[src/rtl/pkt_pkg.sv]
// Shared definitions for the serial packet link (pkt_snd / pkt_rcv).
// Holds the common packet width, the bit-count width helper and the receiver FSM states.
package pkt_pkg;

    localparam int PKT_W_DEF = 16;

    // Count has to reach PKT_W+1 so long frames stay distinguishable from full ones.
    function automatic int cnt_width(input int w);
        return $clog2(w + 2);
    endfunction

    localparam int CNT_W_DEF = cnt_width(PKT_W_DEF);

    typedef enum logic {IDLE, SHIFT} state_t;

endpackage

[src/rtl/sync_edge.sv]
// Multi-stage synchroniser for one asynchronous input, with level and one-cycle edge outputs.
module sync_edge #(
    parameter int   STAGES  = 2,
    parameter logic RST_VAL = 1'b0
) (
    input  logic clk,
    input  logic rst_n,
    input  logic d,
    output logic level,
    output logic rise,
    output logic fall
);

    logic [STAGES-1:0] sq;
    logic              prev;

    always_ff @(posedge clk or negedge rst_n) begin
        if (!rst_n) begin
            sq   <= {STAGES{RST_VAL}};
            prev <= RST_VAL;
        end else begin
            sq   <= {sq[STAGES-2:0], d};
            prev <= sq[STAGES-1];
        end
    end

    assign level = sq[STAGES-1];
    assign rise  = sq[STAGES-1] & ~prev;
    assign fall  = ~sq[STAGES-1] & prev;

endmodule

[src/rtl/pkt_rcv.sv]
// Serial packet receiver: oversamples the sclk/load/sdi stream from pkt_snd and rebuilds
// PKT_W-bit words, flagging framing errors and overruns.
module pkt_rcv
    import pkt_pkg::*;
#(
    parameter int PKT_W       = PKT_W_DEF,
    parameter int SYNC_STAGES = 2
) (
    input  logic             clk,
    input  logic             rst_n,
    input  logic             sclk,
    input  logic             load,
    input  logic             sdi,
    output logic [PKT_W-1:0] pkt,
    output logic             pvld,
    input  logic             pack,
    output logic             ovr,
    output logic             ferr
);

    localparam int CNT_W = cnt_width(PKT_W);
    localparam logic [CNT_W-1:0] CNT_FULL = CNT_W'(PKT_W);
    localparam logic [CNT_W-1:0] CNT_MAX  = CNT_W'(PKT_W + 1);

    logic sclk_rise, sclk_level_unused, sclk_fall_unused;
    logic load_rise, load_fall, load_level_unused;
    logic sdi_sync, sdi_rise_unused, sdi_fall_unused;

    sync_edge #(.STAGES(SYNC_STAGES), .RST_VAL(1'b0)) u_sync_sclk (
        .clk   (clk),
        .rst_n (rst_n),
        .d     (sclk),
        .level (sclk_level_unused),
        .rise  (sclk_rise),
        .fall  (sclk_fall_unused)
    );

    // load idles high, so its synchroniser resets high to avoid a false frame start.
    sync_edge #(.STAGES(SYNC_STAGES), .RST_VAL(1'b1)) u_sync_load (
        .clk   (clk),
        .rst_n (rst_n),
        .d     (load),
        .level (load_level_unused),
        .rise  (load_rise),
        .fall  (load_fall)
    );

    sync_edge #(.STAGES(SYNC_STAGES), .RST_VAL(1'b0)) u_sync_sdi (
        .clk   (clk),
        .rst_n (rst_n),
        .d     (sdi),
        .level (sdi_sync),
        .rise  (sdi_rise_unused),
        .fall  (sdi_fall_unused)
    );

    state_t           state;
    logic [PKT_W-1:0] sr;
    logic [CNT_W-1:0] cnt;

    always_ff @(posedge clk or negedge rst_n) begin
        if (!rst_n) begin
            state <= IDLE;
            sr    <= '0;
            cnt   <= '0;
            pkt   <= '0;
            pvld  <= 1'b0;
            ovr   <= 1'b0;
            ferr  <= 1'b0;
        end else begin
            ferr <= 1'b0;
            if (pack && pvld) begin
                pvld <= 1'b0;
                ovr  <= 1'b0;
            end
            case (state)
                IDLE: begin
                    if (load_fall) begin
                        sr    <= '0;
                        cnt   <= '0;
                        state <= SHIFT;
                    end
                end
                SHIFT: begin
                    // load_rise takes priority: a coincident sclk_rise bit is dropped.
                    if (load_rise) begin
                        state <= IDLE;
                        if (cnt == CNT_FULL) begin
                            if (!pvld || pack) begin
                                pkt  <= sr;
                                pvld <= 1'b1;
                            end else begin
                                ovr <= 1'b1;
                            end
                        end else begin
                            ferr <= 1'b1;
                        end
                    end else if (sclk_rise) begin
                        sr <= {sr[PKT_W-2:0], sdi_sync};
                        if (cnt != CNT_MAX) begin
                            cnt <= cnt + 1'b1;
                        end
                    end
                end
                default: state <= IDLE;
            endcase
        end
    end

endmodule
[config.mk]
export PLATFORM = sky130hd
export DESIGN_NAME = pkt_rcv
export DESIGN_NICKNAME = d
export VERILOG_FILES = /design/src/rtl/pkt_pkg.sv /design/src/rtl/sync_edge.sv /design/src/rtl/pkt_rcv.sv
export SDC_FILE = /design/constraint.sdc
export NUM_CORES = 1
export LEC_CHECK = 0
export CAP_MARGIN = 25
export CORE_ASPECT_RATIO = 0.5
export CORE_MARGIN = 5
export CORE_UTILIZATION = 45
export DETAILED_ROUTE_END_ITERATION = 10
export PLACE_DENSITY = 0.67
export REMOVE_ABC_BUFFERS = 1
export SYNTH_ARGS = -nofsm -noshare
export SYNTH_HDL_FRONTEND = slang
export SYNTH_SLANG_ARGS = --single-unit
[constraint.sdc]
create_clock -name clk -period 2.7 [get_ports clk]
set_clock_uncertainty 0.1 [all_clocks]
set_input_delay 0.54 -clock clk [delete_from_list [all_inputs] [get_ports clk]]
set_output_delay 0.54 -clock clk [all_outputs]
set_load 0.05 [all_outputs]
==> results.json <==
{
  "multi_input_area_um2": 702,
  "leakage_nw": 1.17,
  "outcome": "finished clean",
  "r2r_start": "state$_DFF_PN0_",
  "hold_class": "input pin to asynchronous set/reset pin",
  "fin_crit_sh_pct": 79.6,
  "drc": 0,
  "via_per_inst": 5.08,
  "io_buffer_count": 24,
  "finalCriticalPeriod_ns": 2.15,
  "setup_viol": 0,
  "ir_worst_vdd_v": 0.000314,
  "antenna_found_initial": 0,
  "root_buffer": "clkbuf_8",
  "num-nets-final": 199,
  "fmax_mhz": 465,
  "wl_per_cell_um": 12.9,
  "cts_inserted_buffers": 5,
  "clk_path_buf_depth": 2,
  "final_cell_mix": "46 x dfrtp_1, 35 x nand2_1, 23 x clkdlybuf4s50_1, 19 x nand3_1, 10 x mux2_4",
  "htreeDepth": 2,
  "cpLargestDelayFamily": "buffers and inverters",
  "final_common_cell": "dfrtp_1",
  "die_h_um": 57.0,
  "insertion_delay_ns": 0.30,
  "dp_cells": 240,
  "rsz0062_at_grt": "no",
  "critPathKind": "flop to output pin",
  "fillers": 368,
  "cts-resized-gates": 0,
  "drv_slew": 0,
  "num_vias": 1261,
  "syn_to_final_growth_pct": 18.9,
  "track_usage_pct": 12.0,
  "ant_nets": 0,
  "core-area_um2": 4340,
  "finalSetupTns_ns": 0,
  "cp.required_ns": 2.06,
  "routed_wl_um": 3210,
  "synth_compound_area_share_pct": 3.90,
  "synth-warning-count": 0,
  "cp_cell_sequence": "clkdlybuf4s50_1",
  "hold_viol": 0,
  "synthAdderAreaFrac_pct": 1.89,
  "ios": 25,
  "syn_area_um2": 1990,
  "synth_area_per_cell_um2": 12.3,
  "diodes": 0,
  "stdcell_count": 248,
  "timing.max_cap.violations": 0,
  "hpwl_um": 2150,
  "critPathArrivalTime_ns": 1.51,
  "tritoncts": "built",
  "synth_xor_area_share_pct": 0,
  "slew_headroom_pct": 45.9,
  "seqCellArea_um2": 1230,
  "layout-drive-gt1-share_pct": 20.9,
  "clock-sinks": 49,
  "muxShareOfSynthArea_pct": 11.5,
  "firstDrtPassIters": 4,
  "syn_inst": 162,
  "critPathMaxFanout": 4,
  "rr_worst_depth": 3,
  "place.gp.congestion": 0.858,
  "grt_overflow": 0,
  "ctsHoldBuffers": 0,
  "synth_top_family_by_area": "simple AND/OR/NAND/NOR gates",
  "num_rows": 17,
  "endpoint_kind": "output pin",
  "cts_setup_buffers": 0,
  "startpoint_type": "flop",
  "drt_iter0_markers": 45,
  "synth_cell_types": 32,
  "start_util_pct": 45.9,
  "die_area_um2": 5930,
  "clkTransAtPathRegs_ns": 0.09,
  "critical-path-slowest-cell": "clkdlybuf4s50_1",
  "ys_seq_area_share_pct": 61.8,
  "first_global_vias": 1250,
  "cpPeakStageDelay_ns": 0.82,
  "ys_ff_latch": 49,
  "r2r-end": "pkt[13]$_DFFE_PN0P_",
  "p_per_area_nw_per_um2": 546,
  "grt_pass1_wl_um": 5750,
  "grt_start_max_net_pins": 27,
  "rrSetupSlack_ns": 0.72,
  "path_buf_inv": 1,
  "worst_pin_slew_ns": 0.812,
  "die_w_um": 104,
  "synth_simple_gate_area_share_pct": 18.0
}
final cells by class:
class	count	area share [%]
well taps	57	3.01
inverters	3	0.476
multi-input cells	103	29.7
clock inverters	3	0.740
flip-flops and latches	49	52.0
clock buffers	5	2.91
repair buffers	28	11.2
power breakdown:
group          switching, W  internal [W]  leakage [nW]
Combinational     0.0000480     0.0000365         0.472
Sequential        0.0000326      0.000756         0.653
Clock              0.000240      0.000179        0.0439
worst max-delay path by stage:
stage / slack, ns / depth (start not counted) / endpoint / start
after floorplan: 0.84 / 3 / cnt[0]$_DFFE_PN0P_ / state$_DFF_PN0_
after global placement: 0.58 / 4 / pkt[2]$_DFFE_PN0P_ / pack
after detailed placement: 0.54 / 4 / pkt[0]$_DFFE_PN0P_ / pack
after CTS: 0.54 / 1 / pvld / pvld$_DFF_PN0_
after global routing: 0.49 / 1 / pvld / pvld$_DFF_PN0_
final: 0.55 / 1 / pvld / pvld$_DFF_PN0_
registers in the layout (all words and copies together), names as in the netlist:
register,cells
cnt,5
ferr,1
ovr,1
pkt,16
pvld,1
sr,16
state,1
u_sync_load.prev,1
u_sync_load.sq,2
u_sync_sclk.prev,1
u_sync_sclk.sq,2
u_sync_sdi.sq,2
cell usage after synthesis (all sizes together):
library cell	n	area [µm²]
dfrtp	46	1150
nand2	36	143
nand3	19	95.1
mux2	17	229
buf	6	43.8
a21oi	4	20.0
dfstp	3	78.8
ha	3	37.5
inv	3	11.3
nor2b	3	18.8
a31o	2	17.5
and3	2	17.5
nand2b	2	12.5
nor2	2	7.51
o21ai	2	10.0
a22o	1	8.76
a31oi	1	12.5
and2	1	6.26
and4bb	1	12.5
clkbuf	1	3.75
nand4	1	6.26
nand4b	1	8.76
nor3	1	5.00
nor3b	1	7.51
o311ai	1	8.76
or2b	1	8.76
or3b	1	8.76
cells by family (layout without fill, tap and decap cells):
| family | after synthesis | after routing |
|---|---|---|
| and+or+nand+nor | 72 | 72 |
| buffers and inverters | 10 | 39 |
| muxes | 17 | 17 |
| AOI/OAI and AO/OA | 11 | 11 |
| adders and majority gates | 3 | 3 |
| DFF | 49 | 49 |
per-stage QoR:
step | util (%) | setup WS, ns | area, µm² | hold slack [ns] | total power, W
6_report | 54.5 | 0.551 | 2370 | 0.0934 | 0.00129
5_1_grt | 54.5 | 0.494 | 2370 | 0.137 | 0.00135
4_1_cts | 54.5 | 0.541 | 2370 | 0.106 | 0.00131
3_5_place_dp | 52.5 | 0.543 | 2280 | 0.236 | 0.000889
3_3_place_gp | 52.5 | 0.584 | 2280 | 0.233 | 0.000884
2_1_floorplan | - | 0.841 | 1940 | 0.144 | 0.000841
layer usage:
layer | global-route usage, % | vias up | share of wire [%]
li1 | - | 604 | -
met2 | 19.8 | 24 | 47
met3 | 3.62 | 8 | 4.2
met1 | 15.0 | 625 | 48
met4 | 4.43 | 0 | 1.6
met5 | 0 | - | 0
(Power assumes the default switching activity.)
